### config.mk
export PLATFORM = sky130hd
export DESIGN_NAME = bg_image_fetch
export DESIGN_NICKNAME = d
export VERILOG_FILES = /design/src/rtl/chroma_pkg.sv /design/src/rtl/bg_fifo.sv /design/src/rtl/bg_image_fetch.sv
export SDC_FILE = /design/constraint.sdc
export NUM_CORES = 1
export LEC_CHECK = 0
export CAP_MARGIN = 20
export CORE_ASPECT_RATIO = 1.5
export CORE_MARGIN = 3
export CORE_UTILIZATION = 64
export DETAILED_ROUTE_END_ITERATION = 10
export PLACE_DENSITY = 0.9
export SYNTH_ARGS = -nofsm -noshare
export SYNTH_HDL_FRONTEND = slang
export SYNTH_HIERARCHICAL = 1
export SYNTH_SLANG_ARGS = --single-unit
### constraint.sdc
create_clock -name iCLK27 -period 7 [get_ports iCLK27]
set_clock_uncertainty 0.1 [all_clocks]
set_input_delay 1.05 -clock iCLK27 [delete_from_list [all_inputs] [get_ports iCLK27]]
set_output_delay 1.05 -clock iCLK27 [all_outputs]
set_load 0.01 [all_outputs]
### src/rtl/chroma_pkg.sv
// Shared definitions for the chroma compositor pixel paths: pixel width,
// RGB565 field positions, FSM encoding and the RGB565 -> RGB10 expansion.
package chroma_pkg;

    localparam int PIX_W = 10;

    localparam int R_MSB = 15;
    localparam int R_LSB = 11;
    localparam int G_MSB = 10;
    localparam int G_LSB = 5;
    localparam int B_MSB = 4;
    localparam int B_LSB = 0;

    typedef enum logic [1:0] {
        ST_IDLE = 2'd0,
        ST_RUN  = 2'd1,
        ST_DONE = 2'd2
    } bg_state_t;

    typedef struct packed {
        logic [PIX_W-1:0] r;
        logic [PIX_W-1:0] g;
        logic [PIX_W-1:0] b;
    } rgb10_t;

    localparam rgb10_t RGB10_BLACK = '{r: 10'h000, g: 10'h000, b: 10'h000};

    // Bit replication keeps full-scale codes at full scale (5'h1F -> 10'h3FF).
    function automatic rgb10_t rgb565_to_rgb10(input logic [15:0] word);
        rgb10_t pix;
        pix.r = {word[R_MSB:R_LSB], word[R_MSB:R_LSB]};
        pix.g = {word[G_MSB:G_LSB], word[G_MSB:G_MSB-3]};
        pix.b = {word[B_MSB:B_LSB], word[B_MSB:B_LSB]};
        return pix;
    endfunction

endpackage

### src/rtl/bg_fifo.sv
// Synchronous prefetch FIFO with flush; head word is visible combinationally.
module bg_fifo #(
    parameter int DEPTH = 16,
    parameter int WIDTH = 16
) (
    input  logic                     clk,
    input  logic                     rst_n,
    input  logic                     flush,
    input  logic                     push,
    input  logic [WIDTH-1:0]         push_data,
    input  logic                     pop,
    output logic [WIDTH-1:0]         head,
    output logic [$clog2(DEPTH):0]   count,
    output logic                     empty,
    output logic                     full
);
    localparam int AW = $clog2(DEPTH);

    logic [WIDTH-1:0] mem_r [DEPTH];
    logic [AW-1:0]    wr_ptr_r;
    logic [AW-1:0]    rd_ptr_r;
    logic [AW:0]      count_r;
    logic             do_push_s;
    logic             do_pop_s;

    assign do_push_s = push && !full;
    assign do_pop_s  = pop && !empty;

    // Pointer and occupancy bookkeeping.
    always_ff @(posedge clk or negedge rst_n) begin
        if (!rst_n) begin
            wr_ptr_r <= {AW{1'b0}};
            rd_ptr_r <= {AW{1'b0}};
            count_r  <= {(AW+1){1'b0}};
        end else if (flush) begin
            wr_ptr_r <= {AW{1'b0}};
            rd_ptr_r <= {AW{1'b0}};
            count_r  <= {(AW+1){1'b0}};
        end else begin
            if (do_push_s) begin
                wr_ptr_r <= wr_ptr_r + AW'(1);
            end
            if (do_pop_s) begin
                rd_ptr_r <= rd_ptr_r + AW'(1);
            end
            case ({do_push_s, do_pop_s})
                2'b10:   count_r <= count_r + (AW+1)'(1);
                2'b01:   count_r <= count_r - (AW+1)'(1);
                default: count_r <= count_r;
            endcase
        end
    end

    // Storage array; contents need no reset because occupancy gates every read.
    always_ff @(posedge clk) begin
        if (do_push_s) begin
            mem_r[wr_ptr_r] <= push_data;
        end
    end

    assign head  = mem_r[rd_ptr_r];
    assign count = count_r;
    assign empty = (count_r == (AW+1)'(0));
    assign full  = (count_r == (AW+1)'(DEPTH));

endmodule

### src/rtl/bg_image_fetch.sv
// Background image prefetcher: credit-limited reads from frame memory, stale-return
// dropping across frame aborts, and a registered RGB10 pixel per display request.
module bg_image_fetch
    import chroma_pkg::*;
#(
    parameter int IMG_W      = 640,
    parameter int IMG_H      = 480,
    parameter int FIFO_DEPTH = 16,
    parameter int ADDR_W     = 19
) (
    input  logic              iCLK27,
    input  logic              iRST_N,
    input  logic              iImageEnable,
    input  logic              iFrameStart,
    input  logic              iPixReq,
    output logic [ADDR_W-1:0] oMemAddr,
    output logic              oMemRd,
    input  logic              iMemWait,
    input  logic              iMemRdValid,
    input  logic [15:0]       iMemData,
    output logic [PIX_W-1:0]  oRed,
    output logic [PIX_W-1:0]  oGreen,
    output logic [PIX_W-1:0]  oBlue,
    output logic              oUnderflow
);
    localparam int                CW     = $clog2(FIFO_DEPTH) + 1;
    localparam logic [ADDR_W-1:0] TOTAL  = ADDR_W'(IMG_W * IMG_H);
    localparam logic [CW:0]       CREDIT = (CW+1)'(FIFO_DEPTH);

    bg_state_t         state_r, state_s;
    logic [ADDR_W-1:0] addr_r, addr_s;
    logic [CW-1:0]     outst_r, outst_s;
    logic [CW-1:0]     drop_r, drop_s;
    logic [CW-1:0]     count_s, count_next_s;
    logic [CW:0]       credit_used_s;
    logic              rd_r, rd_s;
    logic              uf_r, uf_s;
    rgb10_t            pix_r, pix_s;

    logic              fs_s, accept_s, flush_s, active_s;
    logic              push_s, pop_req_s, pop_s;
    logic              empty_s, full_s;
    logic [15:0]       head_s;

    assign fs_s      = iImageEnable && iFrameStart;
    assign accept_s  = rd_r && !iMemWait;
    assign flush_s   = !iImageEnable || fs_s;
    assign active_s  = (state_r != ST_IDLE);
    assign push_s    = iMemRdValid && active_s && !flush_s && (drop_r == CW'(0));
    assign pop_req_s = iPixReq && active_s && !flush_s;
    assign pop_s     = pop_req_s && !empty_s;

    bg_fifo #(
        .DEPTH (FIFO_DEPTH),
        .WIDTH (16)
    ) u_fifo (
        .clk       (iCLK27),
        .rst_n     (iRST_N),
        .flush     (flush_s),
        .push      (push_s),
        .push_data (iMemData),
        .pop       (pop_s),
        .head      (head_s),
        .count     (count_s),
        .empty     (empty_s),
        .full      (full_s)
    );

    // Next state, address, credit and drop accounting, and the next read request.
    always_comb begin
        state_s      = state_r;
        addr_s       = addr_r;
        outst_s      = outst_r;
        drop_s       = drop_r;
        count_next_s = count_s;

        if (!iImageEnable) begin
            state_s = ST_IDLE;
        end else if (iFrameStart) begin
            state_s = ST_RUN;
        end else begin
            case (state_r)
                ST_RUN: begin
                    if (accept_s && (addr_r == TOTAL - ADDR_W'(1))) begin
                        state_s = ST_DONE;
                    end else begin
                        state_s = ST_RUN;
                    end
                end
                ST_DONE: state_s = ST_DONE;
                default: state_s = ST_IDLE;
            endcase
        end

        if (flush_s) begin
            addr_s = {ADDR_W{1'b0}};
        end else if (accept_s) begin
            addr_s = addr_r + ADDR_W'(1);
        end else begin
            addr_s = addr_r;
        end

        case ({accept_s, iMemRdValid})
            2'b10:   outst_s = outst_r + CW'(1);
            2'b01:   outst_s = outst_r - CW'(1);
            default: outst_s = outst_r;
        endcase

        // Everything still in flight at a flush belongs to the abandoned frame.
        if (flush_s) begin
            drop_s = outst_s;
        end else if (iMemRdValid && (drop_r != CW'(0))) begin
            drop_s = drop_r - CW'(1);
        end else begin
            drop_s = drop_r;
        end

        if (flush_s) begin
            count_next_s = CW'(0);
        end else begin
            case ({push_s && !full_s, pop_s})
                2'b10:   count_next_s = count_s + CW'(1);
                2'b01:   count_next_s = count_s - CW'(1);
                default: count_next_s = count_s;
            endcase
        end

        credit_used_s = {1'b0, count_next_s} + {1'b0, outst_s};
        rd_s = (state_s == ST_RUN) && (credit_used_s < CREDIT) && (addr_s < TOTAL);
    end

    // Output pixel and underflow flag; a frame start overrides a same-cycle request.
    always_comb begin
        pix_s = pix_r;
        uf_s  = uf_r;
        if (fs_s) begin
            uf_s = 1'b0;
        end else if (pop_req_s) begin
            if (!empty_s) begin
                pix_s = rgb565_to_rgb10(head_s);
            end else begin
                pix_s = RGB10_BLACK;
                uf_s  = 1'b1;
            end
        end else if (iPixReq) begin
            pix_s = RGB10_BLACK;
        end else begin
            pix_s = pix_r;
        end
    end

    // State and output registers.
    always_ff @(posedge iCLK27 or negedge iRST_N) begin
        if (!iRST_N) begin
            state_r <= ST_IDLE;
            addr_r  <= {ADDR_W{1'b0}};
            outst_r <= {CW{1'b0}};
            drop_r  <= {CW{1'b0}};
            rd_r    <= 1'b0;
            uf_r    <= 1'b0;
            pix_r   <= RGB10_BLACK;
        end else begin
            state_r <= state_s;
            addr_r  <= addr_s;
            outst_r <= outst_s;
            drop_r  <= drop_s;
            rd_r    <= rd_s;
            uf_r    <= uf_s;
            pix_r   <= pix_s;
        end
    end

    assign oMemAddr   = addr_r;
    assign oMemRd     = rd_r;
    assign oRed       = pix_r.r;
    assign oGreen     = pix_r.g;
    assign oBlue      = pix_r.b;
    assign oUnderflow = uf_r;

endmodule

==> summary.md <==
| Metric | Value |
|---|---|
| Result of the run | `completed` |
| Global-route wire length before repair | `47.7 mm` |
| Number of ports placed on the die boundary | `74` |
| # nets final | `925` |
| Met1 track demand over resource in global routing | `0.339` |
| Hold path startpoint | `oUnderflow` |
| Reg2reg end | `oMemRd` |
| Hold bufs inserted after CTS | `0` |
| Remaining Overflow, GRT | `0` |
| Post-CTS Setup Inserts | `0` |
| Number of nets still failing antenna checks after routing | `0` |
| Post-synth EDFFs | `256` |
| Largest area contributor in the netlist | `edfxtp_1` |
| Area contributors post-synth | `edfxtp_1 (57%), dfrtp_1 (12%), mux4_2 (11%)` |
| Worst Hold Endpoint | `oUnderflow` |
| ANT cells | `0` |
| Smallest hold slack | `0.399 ns` |
| Final core utilization | `0.748` |
| Initial antenna violation count | `0` |
| Buffers added on ports | `73` |
| Least-Margin Pin Slew | `1.20 ns` |
| Overall via count from detail_route | `7,737` |
| Fraction of the yosys area taken by sequential cells | `0.686` |
| MaxCap Viol Count | `0` |
| TritonCTS clock tree | `done` |
| Unrepaired setup endpoints after global routing | `false` |
| Overall track demand over capacity in global routing | `0.271` |
| Floorplan die width | `124 microns` |
| Latest clock arrival within the worst-skew pair | `0.53 ns` |
| CTS sink cnt | `318` |
| Root buffer selected by CTS | `clkbuf_16` |
| GPL Wtd Cong | `0.817` |
| Clock-pin slew of the registers on the worst-case setup and hold paths | `0.07 ns` |
| Global Route met3 Usage | `0.0445` |
| Number of buffers on the longest clock path | `3` |
| Worst R2R Start | `drop_r[0]` |
| Final hold violation count | `0` |
| Most common library cells after synthesis | `edfxtp_1 (256), mux4_2 (64), dfrtp_1 (62)` |
| FF+latch area | `9240 sq um` |
| Clock buffer count from CTS | `27` |
| Post-synthesis average cell area | `16.7 sq um` |
| Total Power | `0.00385 W` |
| Static Leakage | `5.23 nW` |
| Maximum number of pins on one net before global-route repair | `68` |
| Mean routed wirelength per cell | `26.6 microns` |
| H-tree levels | `1` |
| Router iterations before antenna repair | `5` |
| Placement Rows | `64` |
| Vias per cell | `6.67` |
| Layout filler cell count | `1,132` |
| Syn Nets | `854` |
| Crit Path Category | `input pin to flop` |
| Worst max-slew margin expressed relative to the limit | `0.198` |
| Unique cell type count in the Yosys netlist | `66` |
| Minimum setup slack among reg-to-reg paths | `2.24 ns` |
| Final HPWL from detailed placement | `18.0 mm` |
| Depth of the worst register-to-register path | `18` |
| Sort of element at the end of the critical path | `flop` |
| Async set-or-reset flop fraction in the synthesized netlist | `0.195` |
| Flip-flop and latch count after synthesis | `318` |
| Combined area of the multi-input logic cells | `3930 sq um` |
| Synth top area share | `0.571` |
| Share of cells above drive strength 1 | `0.176` |
| Number of setup violations in the final report | `0` |
| Number of DRC violations after detailed routing | `0` |
| Effective utilization at floorplan | `0.655` |
| Crit share post-route | `0.749` |
| Power per unit of standard cell area | `250 nW/um^2` |
| Cell with the most instances after synthesis | `edfxtp_1` |
| Global-route track usage on met2 | `0.475` |
| Sum of routed wire length over all layers | `30.9 mm` |
| Area of the mapped netlist | `13,500 sq um` |
| Cells on Worst Hold Path | `1` |
| Core box area | `20,600 sq um` |
| Post_cts resized | `0` |
| Area growth from synthesis to layout | `14.2%` |
| Highest clock frequency the design can meet | `191 MHz` |
| Number of slew-limit violations in the final report | `0` |
| DRT iter0 DRCs | `933` |
| Warnings, synthesis | `6` |
| CP startpoint kind | `input pin` |
| Data arrival, critical path | `5.58 ns` |
| Most common flop cell mapped by yosys | `edfxtp_1` |
| Busiest metal layer after global routing | `met2` |
| Peak VDD IR | `0.195 mV` |
| Time the worst path needs with I/O delays and setup | `5.24 ns` |
| Worst min-delay path category | `flop to flop` |
| Number of global-route vias before repair | `8,124` |
| Die height | `184 microns` |
| Mapped Cells | `806` |
| Total Negative Setup Slacks | `0 ns` |
| Max FO, Critical Path | `44` |
| Overall die area | `22,900 sq um` |
| Required time reported for the critical path endpoint | `7.33 ns` |
[layout make-up]
class,instances,area share
flip-flops and latches,318,0.601
repair buffers,96,0.0604
clock inverters,14,0.0118
well taps,264,0.0215
clock buffers,34,0.0456
multi-input cells,414,0.255
inverters,20,0.00488
[flip-flops by register name, summed over array words and instances (netlist names)]
| signal | count |
|---|---|
| oGreen | 6 |
| u_fifo/count | 5 |
| oRed | 5 |
| drop_r | 5 |
| outst_r | 5 |
| u_fifo/rd_ptr_r | 4 |
| oMemRd | 1 |
| u_fifo/wr_ptr_r | 4 |
| u_fifo/mem_r | 256 |
| state_r | 2 |
| oUnderflow | 1 |
| oMemAddr | 19 |
| oBlue | 5 |
[stage by stage]
stage | instance area, sq um | std cells | setup WS (ns)
after CTS | 15300 | 1156 | 1.70
after detailed placement | 14400 | 1108 | 1.17
after floorplan | 13500 | 806 | 2.07
final | 15400 | 1160 | 1.76
after global placement | 14400 | 1108 | 1.27
after global routing | 15400 | 1160 | 1.30
[worst max-delay path, cell delays in order]
cell             delay (ns)
clkdlybuf4s50_1        0.52
nor2b_1                0.56
inv_1                  0.13
buf_4                  0.31
nor4b_4                0.30
buf_4                  0.36
ha_1                   0.33
a21oi_1                0.11
xor2_1                 0.17
or3_1                  0.31
a21oi_1                0.15
ha_1                   0.24
a21o_1                 0.17
a2111oi_0              0.51
nand4bb_1              0.17
a211oi_1               0.18
[logic make-up (layout without fill, tap and decap cells)]
| logic type | count (synthesis) | in the layout | share of synthesized area |
|---|---|---|---|
| xor gates and xnor gates | 34 | 34 | 0.0221 |
| DFF | 318 | 318 | 0.686 |
| and+or+nand+nor | 166 | 166 | 0.0645 |
| AOI/OAI and AO/OA | 112 | 112 | 0.0597 |
| muxes | 77 | 77 | 0.117 |
| buffers and inverters | 74 | 164 | 0.0270 |
| adders and majority gates | 25 | 25 | 0.0238 |
[worst max-delay path by stage]
stage / from / to / slack (ns) / cells past startpoint
finish: iImageEnable / oMemRd / 1.76 / 16
CTS: iImageEnable / oMemRd / 1.70 / 16
global placement: iImageEnable / oMemRd / 1.27 / 18
detailed placement: iImageEnable / oMemRd / 1.17 / 16
floorplan: iImageEnable / oMemRd / 2.07 / 18
global route: iImageEnable / oMemRd / 1.30 / 17
[power by group]
part | switching (W) | total, W | internal [W]
clock network | 0.000641 | 0.00150 | 0.000861
logic | 0.000142 | 0.000239 | 0.0000974
registers | 0.0000249 | 0.00210 | 0.00208
total | 0.000808 | 0.00385 | 0.00304
[cell usage in the layout, fill, tap and decap left out, drive strengths merged, types with 4 or more instances in the layout]
cell type      count
edfxtp           256
clkdlybuf4s50     72
mux4              64
dfrtp             62
nor2              52
nand2             41
clkbuf            34
a22oi             33
ha                24
buf               24
inv               23
xor2              18
xnor2             16
a21oi             16
a22o              16
o21ai             16
nor3              12
nor2b              9
mux2i              9
nand2b             8
nand3              7
a31oi              6
or3                5
a211oi             5
o211ai             5
nor4               5
and3               4
bufinv             4
clkinv             4
nand4              4
nor4b              4
mux2               4
[layer usage]
layer,share of wire,vias up
met4,0.032,0
met3,0.074,71
met2,0.54,417
li1,-,3279
met1,0.36,3970
met5,0,-
(Power assumes the default switching activity.)
